===== config.mk =====
export PLATFORM = sky130hd
export DESIGN_NAME = izh_scheduler
export DESIGN_NICKNAME = d
export VERILOG_FILES = /design/src/rtl/izh_pkg.sv /design/src/rtl/izh_step.sv /design/src/rtl/izh_scheduler.sv
export SDC_FILE = /design/constraint.sdc
export NUM_CORES = 1
export LEC_CHECK = 0
export BUFFER_PORTS_ARGS = -buffer_cell sky130_fd_sc_hd__buf_2
export CAP_MARGIN = 20
export CELL_PAD_IN_SITES_DETAIL_PLACEMENT = 1
export CELL_PAD_IN_SITES_GLOBAL_PLACEMENT = 1
export CORE_ASPECT_RATIO = 0.7
export CORE_MARGIN = 3
export CORE_UTILIZATION = 46
export DETAILED_ROUTE_END_ITERATION = 7
export PLACE_DENSITY_LB_ADDON = 0.1
export REMOVE_ABC_BUFFERS = 1
export SYNTH_ARGS = -nofsm -noshare
export SYNTH_HDL_FRONTEND = slang
export SYNTH_SLANG_ARGS = --single-unit

===== constraint.sdc =====
create_clock -name clk -period 28 [get_ports clk]
set_input_delay 2.8 -clock clk [delete_from_list [all_inputs] [get_ports clk]]
set_output_delay 2.8 -clock clk [all_outputs]
set_load 0.01 [all_outputs]

===== src/rtl/izh_pkg.sv =====
// Shared types and constants for the time-multiplexed Izhikevich neuron datapath.
// All neuron quantities are Q9.7 signed 16-bit values.
package izh_pkg;

   localparam int QW = 16;
   typedef logic signed [QW-1:0] q_t;

   // Model constants in Q9.7
   localparam int A    = 26;      // 0.2
   localparam int B    = 26;      // 0.2
   localparam int C    = -8320;   // -65 mV reset potential
   localparam int D    = 1024;    // 8, recovery bump after a spike
   localparam int VTH  = 3840;    // 30 mV spike threshold
   localparam int K2   = 5;       // ~0.04 quadratic coefficient
   localparam int K140 = 17920;   // 140

   localparam int QMAX = 32767;
   localparam int QMIN = -32768;

   typedef enum logic [1:0] {
      ST_IDLE,
      ST_READ,
      ST_WRITE,
      ST_STALL
   } state_e;

   // Clamp a 32-bit intermediate into the Q9.7 range
   function automatic q_t sat(input logic signed [31:0] x);
      if (x > QMAX) begin
         return q_t'(QMAX);
      end else if (x < QMIN) begin
         return q_t'(QMIN);
      end else begin
         return q_t'(x);
      end
   endfunction

endpackage


===== src/rtl/izh_step.sv =====
// One Euler step of the Izhikevich model: (v, u, I) -> (v', u', spike).
// Purely combinational; shared with the single-neuron model.
module izh_step
   import izh_pkg::*;
#(
   parameter int DT_SHIFT = 2
) (
   input  logic signed [QW-1:0] v_i,
   input  logic signed [QW-1:0] u_i,
   input  logic [7:0]           cur_i,
   output logic signed [QW-1:0] v_o,
   output logic signed [QW-1:0] u_o,
   output logic                 spike_o
);

   logic signed [31:0] v32, u32, i32;
   logic signed [31:0] v2, k2v2, dv, bv, du;
   logic signed [31:0] v_sum, u_sum, u_reset;

   assign v32 = {{(32-QW){v_i[QW-1]}}, v_i};
   assign u32 = {{(32-QW){u_i[QW-1]}}, u_i};
   // Integer mA current placed at the Q9.7 binary point
   assign i32 = $signed({17'd0, cur_i, 7'd0});

   assign v2      = (v32 * v32) >>> 7;
   assign k2v2    = (K2 * v2) >>> 7;
   assign dv      = k2v2 + 5 * v32 + K140 - u32 + i32;
   assign bv      = (B * v32) >>> 7;
   assign du      = (A * (bv - u32)) >>> 7;
   assign v_sum   = v32 + (dv >>> DT_SHIFT);
   assign u_sum   = u32 + (du >>> DT_SHIFT);
   assign u_reset = u32 + D;

   // Select between the spike/reset path and the integration path
   always_comb begin
      // NOTE: every output gets a default first so no path leaves one unassigned (no latch).
      spike_o = 1'b0;
      v_o     = sat(v_sum);
      u_o     = sat(u_sum);
      if (v32 >= VTH) begin
         spike_o = 1'b1;
         v_o     = q_t'(C);
         u_o     = sat(u_reset);
      end
   end

endmodule


===== src/rtl/izh_scheduler.sv =====
// Time-multiplexes one izh_step datapath over N virtual neurons.
// Each tick sweeps all neurons in index order (READ then WRITE per neuron);
// spikes leave through a small valid/ready FIFO and are never dropped.
module izh_scheduler
   import izh_pkg::*;
#(
   parameter int N          = 4,
   parameter int FIFO_DEPTH = 4,
   parameter int DT_SHIFT   = 2
) (
   input  logic                 clk,
   input  logic                 reset_n,
   input  logic                 tick,
   input  logic                 cfg_we,
   input  logic [$clog2(N)-1:0] cfg_addr,
   input  logic [7:0]           cfg_current,
   output logic                 busy,
   output logic                 done,
   output logic                 overrun,
   output logic                 ev_valid,
   input  logic                 ev_ready,
   output logic [$clog2(N)-1:0] ev_id,
   output logic [7:0]           ev_time
);

   localparam int IW = $clog2(N);
   localparam int FW = $clog2(FIFO_DEPTH);
   localparam int CW = FW + 1;

   // Sequencer state
   state_e          state_q;
   logic [IW-1:0]   idx_q;
   logic [7:0]      sweep_q;
   logic            pending_q;
   logic            overrun_q;
   logic            busy_q;

   // Per-neuron register files
   q_t              v_q   [N];
   q_t              u_q   [N];
   logic [7:0]      cur_q [N];

   // Operand register between READ and WRITE
   q_t              pv_q;
   q_t              pu_q;
   logic [7:0]      pi_q;

   // Step results
   q_t              v_nxt;
   q_t              u_nxt;
   logic            spike;

   // Event FIFO
   logic [IW-1:0]   fifo_id_q   [FIFO_DEPTH];
   logic [7:0]      fifo_time_q [FIFO_DEPTH];
   logic [FW-1:0]   wr_ptr_q;
   logic [FW-1:0]   rd_ptr_q;
   logic [CW-1:0]   count_q;

   logic            fifo_full;
   logic            commit;
   logic            push;
   logic            pop;
   logic            last;

   izh_step #(
      .DT_SHIFT (DT_SHIFT)
   ) u_step (
      .v_i     (pv_q),
      .u_i     (pu_q),
      .cur_i   (pi_q),
      .v_o     (v_nxt),
      .u_o     (u_nxt),
      .spike_o (spike)
   );

   // A write commits unless it carries a spike that has nowhere to go
   assign fifo_full = (count_q == CW'(FIFO_DEPTH));
   assign commit    = ((state_q == ST_WRITE) || (state_q == ST_STALL)) && !(spike && fifo_full);
   assign push      = commit && spike;
   assign pop       = (count_q != '0) && ev_ready;
   assign last      = (idx_q == IW'(N - 1));

   // Sweep sequencer, tick bookkeeping and operand fetch
   always_ff @(posedge clk or negedge reset_n) begin
      // NOTE: state is updated with non-blocking assignments so every flop samples pre-edge values.
      if (!reset_n) begin
         state_q   <= ST_IDLE;
         idx_q     <= '0;
         sweep_q   <= '0;
         pending_q <= 1'b0;
         overrun_q <= 1'b0;
         busy_q    <= 1'b0;
         pv_q      <= q_t'(C);
         pu_q      <= '0;
         pi_q      <= '0;
      end else begin
         case (state_q)
            ST_IDLE: begin
               if (tick || pending_q) begin
                  state_q   <= ST_READ;
                  idx_q     <= '0;
                  busy_q    <= 1'b1;
                  // A tick landing together with a consumed pending request stays queued
                  pending_q <= pending_q && tick;
               end
            end
            ST_READ: begin
               pv_q    <= v_q[idx_q];
               pu_q    <= u_q[idx_q];
               pi_q    <= cur_q[idx_q];
               state_q <= ST_WRITE;
            end
            ST_WRITE, ST_STALL: begin
               if (commit) begin
                  if (last) begin
                     sweep_q <= sweep_q + 8'd1;
                     busy_q  <= 1'b0;
                     state_q <= ST_IDLE;
                  end else begin
                     idx_q   <= idx_q + IW'(1);
                     state_q <= ST_READ;
                  end
               end else begin
                  state_q <= ST_STALL;
               end
            end
            default: state_q <= ST_IDLE;
         endcase

         if (tick && (state_q != ST_IDLE)) begin
            if (pending_q) begin
               overrun_q <= 1'b1;
            end else begin
               pending_q <= 1'b1;
            end
         end
      end
   end

   // Neuron state write-back and host current writes
   always_ff @(posedge clk or negedge reset_n) begin
      if (!reset_n) begin
         for (int i = 0; i < N; i++) begin
            v_q[i]   <= q_t'(C);
            u_q[i]   <= '0;
            cur_q[i] <= '0;
         end
      end else begin
         if (commit) begin
            v_q[idx_q] <= v_nxt;
            u_q[idx_q] <= u_nxt;
         end
         if (cfg_we) begin
            cur_q[cfg_addr] <= cfg_current;
         end
      end
   end

   // FIFO pointers and occupancy
   always_ff @(posedge clk or negedge reset_n) begin
      if (!reset_n) begin
         wr_ptr_q <= '0;
         rd_ptr_q <= '0;
         count_q  <= '0;
      end else begin
         if (push) begin
            wr_ptr_q <= wr_ptr_q + FW'(1);
         end
         if (pop) begin
            rd_ptr_q <= rd_ptr_q + FW'(1);
         end
         case ({push, pop})
            2'b10:   count_q <= count_q + CW'(1);
            2'b01:   count_q <= count_q - CW'(1);
            default: count_q <= count_q;
         endcase
      end
   end

   // FIFO payload storage
   always_ff @(posedge clk) begin
      // NOTE: payload slots are not reset; they are only read once count_q marks them valid.
      if (push) begin
         fifo_id_q[wr_ptr_q]   <= idx_q;
         fifo_time_q[wr_ptr_q] <= sweep_q;
      end
   end

   assign busy     = busy_q;
   // Decoded from registered state so it coincides with the committing final write
   assign done     = commit && last;
   assign overrun  = overrun_q;
   assign ev_valid = (count_q != '0);
   assign ev_id    = fifo_id_q[rd_ptr_q];
   assign ev_time  = fifo_time_q[rd_ptr_q];

endmodule


==> results.md <==
- The flow ran to the end, and the final reports show no timing, DRC or antenna violations.
- The count of flip-flops with a built-in enable after synthesis is 40.
- The multi-input combinational cells in the finished layout cover a total of 22000 um2.
- The later pin in the worst-skew pair is clocked with a latency of 0.58 ns.
- The headroom to the max-slew limit is 28.5%.
- The die area is 71100 um2.
- The smallest clock period supported by the final layout is computed as 18.55 ns.
- The post-cts hold buffer count is 0.
- The proportion of layout cells with a drive suffix above 1 is 8.42%.
- The number of antenna violations at the first check in global routing is 1.
- The fraction of synthesized area in multiplexers is 5.11%.
- Counting distinct cell types in the post-synthesis netlist gives 89.
- For the final routed database, the setup TNS stands at 0 ns.
- The number of buffers inserted by port buffering is 28.
- The number of remaining DRC errors is 0.
- After the first detailed-routing iteration, the DRC count stood at 1552.
- The congestion estimate from routability-driven global placement came to 0.864.
- The setup-violating endpoint count in the final report is 0.
- In the final routed layout, each cell accounts on average for 21.5 um.
- The synthesized netlist devotes 35.6% of its cell area to adder and majority cells.
- During I/O placement, the number of pins put on the boundary was 29.
- The width of the chip is 317 um.
- Setup repair after global routing left no endpoint under its margin.
- The area growth from synthesis to final layout is 6.38%.
- The slew at the pin closest to its max-slew limit is 1.07 ns.
- The layout has 7667 filler cells.
- The maximum clock frequency is 0.0539 GHz.
- The worst setup path is captured at a flop.
- The data arrival time at the worst-slack endpoint is 19.04 ns.
- The synthesized design contains 262 register bits.
- After synthesis, the largest family of logic cells by area is adder cells.
- The first global-routing pass estimated 147 mm of wire.
- For this run, the detailed router's first-pass iteration total came to 5.
- The worst setup skew after layout is 0.0300 ns.
- The commonest non-fill, non-tap cell in the layout is inv_1.
- The cell type of the slowest stage on the worst timing path is dfstp_2.
- The maximum number of buffers from clock root to sink is 3.
- STA classifies the critical path startpoint as a flop.
- The data required time at the worst endpoint is 28.49 ns.
- The Yosys step of the flow raised 0 warnings.
- The sequential standard cell area is 6810 um2.
- After floorplanning, the core was divided into 79 placement rows.
- The post-synthesis compound-gate area fraction is 13.8%.
- The post-detailed-route count of antenna-violating nets is 0.
- After synthesis the cells add up to 31200 um2.
- The CTS tree is built.
- The total global routing overflow is 0.
- After clock tree synthesis, the repair step resized 0 gates.
- Buffers inserted during clock tree synthesis total 26.
- The count of buffers added by post-CTS timing repair for setup is 0.
- The longest individual stage delay on the worst path is 0.90 ns.
- Leaving out fill and tap cells, the most frequent cells in the layout are 562 x inv_1, 428 x ha_1, 287 x fa_1.
- The critical path in this run is classified as reg2reg.
- The synthesized instance count is 3288.
- The number of nets in the finished design is 4013.
- The max-capacitance violation count is 0.
- Entering global routing, the biggest net connects 83 pins.
- Of all nets on the critical path, the largest fanout is 17.
- The worst hold path belongs to the class reg2reg.
- The clock slew at the register clock pins of the worst setup and hold paths is 0.08 ns.
- The estimated wirelength of the detail-placed design is 72.5 mm.
- The average cell area after synthesis is 9.50 um2.
- The die height is 224 um.
- The most numerous cell type found on the critical path is fa_1.
- After Yosys synthesis, XOR and XNOR cells account for 4.85% of the synthesized area.
- In the finished design, the share of the clock period the worst path needs comes to 66.2%.
- In the routed layout, each cell is associated on average with a via count of 5.69.
- Of all flip-flops after synthesis, the portion carrying an async set or reset was 84.7%.
- The detailed-route via count is 23900.
- The portion of the post-synthesis area used by sequential elements is 21.8%.
- For this design, the sink count on the clock tree is 262.
- After detailed routing, the total wire length is 90.3 mm.
- Once the floorplan was initialized, standard cells occupied 46.7% of the core.
- The max-slew violation count is 0.
- The number of global-route vias before repair came to 26000.
- In this run the number of H-tree levels came out at 1.
- The share of synthesized cell area in and, or, nand and nor gates is 11.0%.
- In the global route stage, overall resource usage came out at 26.2%.
- The cell at the root of the clock tree is clkbuf_16.
- The core region area is 66800 um2.
- In the synthesized netlist the dominant register cell turns out to be dfrtp_1.
- The final number of hold-violating endpoints was 0.
[flip-flops by register name, indices dropped and copies added, names as in the netlist, 2 cells and up]
signal / cells
count_q: 3
cur_q: 32
fifo_id_q: 8
fifo_time_q: 32
idx_q: 2
pi_q: 8
pu_q: 16
pv_q: 16
rd_ptr_q: 2
state_q: 2
sweep_q: 8
u_q: 64
v_q: 64
wr_ptr_q: 2
[kinds of logic after synthesis]
kind of cell    count (synthesis)
flops                         262
buf+inv                       655
mux                            92
fa+ha+maj                     715
compound gates                657
xor+xnor                      173
simple gates                  734
[worst max-delay path, delay by kind of cell (launching register included)]
kind | cells | cell delay [ns]
compound gates | 25 | 6.99
xor+xnor | 2 | 0.32
fa+ha+maj | 15 | 6.56
buf+inv | 6 | 1.12
flops | 1 | 0.90
simple gates | 12 | 2.52
[cells in the mapped netlist (6+ instances only)]
library cell | number | share of area [%]
o21a_1 | 30 | 0.72
a31o_2 | 12 | 0.34
or2_2 | 15 | 0.30
a21boi_0 | 13 | 0.31
nor2_1 | 174 | 2.1
buf_1 | 7 | 0.084
and3_1 | 24 | 0.48
nand2_1 | 267 | 3.2
clkbuf_1 | 77 | 0.93
xnor2_1 | 120 | 3.4
mux2_2 | 38 | 1.4
a31oi_1 | 24 | 0.48
nand3b_1 | 8 | 0.19
mux4_2 | 50 | 3.6
o21ai_0 | 188 | 3.0
or3_1 | 15 | 0.30
o221ai_1 | 13 | 0.36
o211ai_1 | 11 | 0.26
dfstp_2 | 40 | 3.4
o21ai_1 | 22 | 0.35
and2_1 | 26 | 0.52
nand2b_1 | 30 | 0.60
a21o_1 | 47 | 1.1
dfrtp_1 | 182 | 15
nor3_1 | 45 | 0.72
fa_1 | 287 | 18
inv_1 | 562 | 6.8
nand3_1 | 43 | 0.69
nor4_1 | 8 | 0.16
o31ai_1 | 23 | 0.55
nor2b_1 | 31 | 0.62
o221a_2 | 6 | 0.22
edfxtp_1 | 40 | 3.8
a211oi_1 | 24 | 0.58
nand4_1 | 17 | 0.34
a221o_1 | 8 | 0.26
o21bai_1 | 17 | 0.41
a211o_1 | 7 | 0.20
a21oi_1 | 140 | 2.2
a22o_1 | 11 | 0.31
xor2_1 | 53 | 1.5
and4_1 | 6 | 0.17
o22ai_1 | 6 | 0.12
ha_1 | 428 | 17
[metrics by stage]
| step | instances | hold WS, ns | cell area (um2) | utilization (%) | worst slack (ns) |
|---|---|---|---|---|---|
| finish | 4195 | 0.465 | 33200 | 49.7 | 9.45 |
| global route | 4193 | 0.484 | 33200 | 49.7 | 8.27 |
| CTS | 4189 | 0.467 | 33100 | 49.6 | 9.52 |
| detailed placement | 4142 | 0.457 | 32300 | 48.4 | 9.59 |
| global placement | 4141 | 0.449 | 32300 | 48.4 | 10.05 |
| floorplan | 3200 | 0.442 | 30900 | - | 12.51 |
[metal layers]
metal  wire length (um)  GRT usage, %  up-vias
met5                  0             0        -
li1                   -             -    11100
met1              44400          39.3    12200
met4               1720          4.76        0
met2              39600          40.5      481
met3               4580          4.05       98
[layout make-up]
| cell class | instances | share of cell area (%) |
|---|---|---|
| repair buffers | 55 | 1.18 |
| inverters | 567 | 6.41 |
| multi-input cells | 2371 | 66.1 |
| clock inverters | 13 | 0.313 |
| flip-flops and latches | 262 | 20.5 |
| well taps | 891 | 3.36 |
| diodes | 2 | 0.0151 |
| clock buffers | 34 | 2.11 |
[worst paths after layout]
kind,depth (start not counted),from,to,slack [ns]
worst max-delay path,60,pv_q[14]$_DFFE_PN1N_,v_q[31]$_DFFE_PN1P_,9.45
worst min-delay path,2,v_q[26]$_DFFE_PN1P_,v_q[26]$_DFFE_PN1P_,0.47
worst min register to register,2,v_q[26]$_DFFE_PN1P_,v_q[26]$_DFFE_PN1P_,0.47
min in group asynchronous,1,reset_n,u_q[53]$_DFFE_PN0P_,2.21
worst max register to register,60,pv_q[14]$_DFFE_PN1N_,v_q[31]$_DFFE_PN1P_,9.45
max in group asynchronous,4,reset_n,v_q[30]$_DFFE_PN1P_,24.42
Power is not shown: default switching activity piles up to over one toggle a cycle in this logic, so the estimate is an artifact.
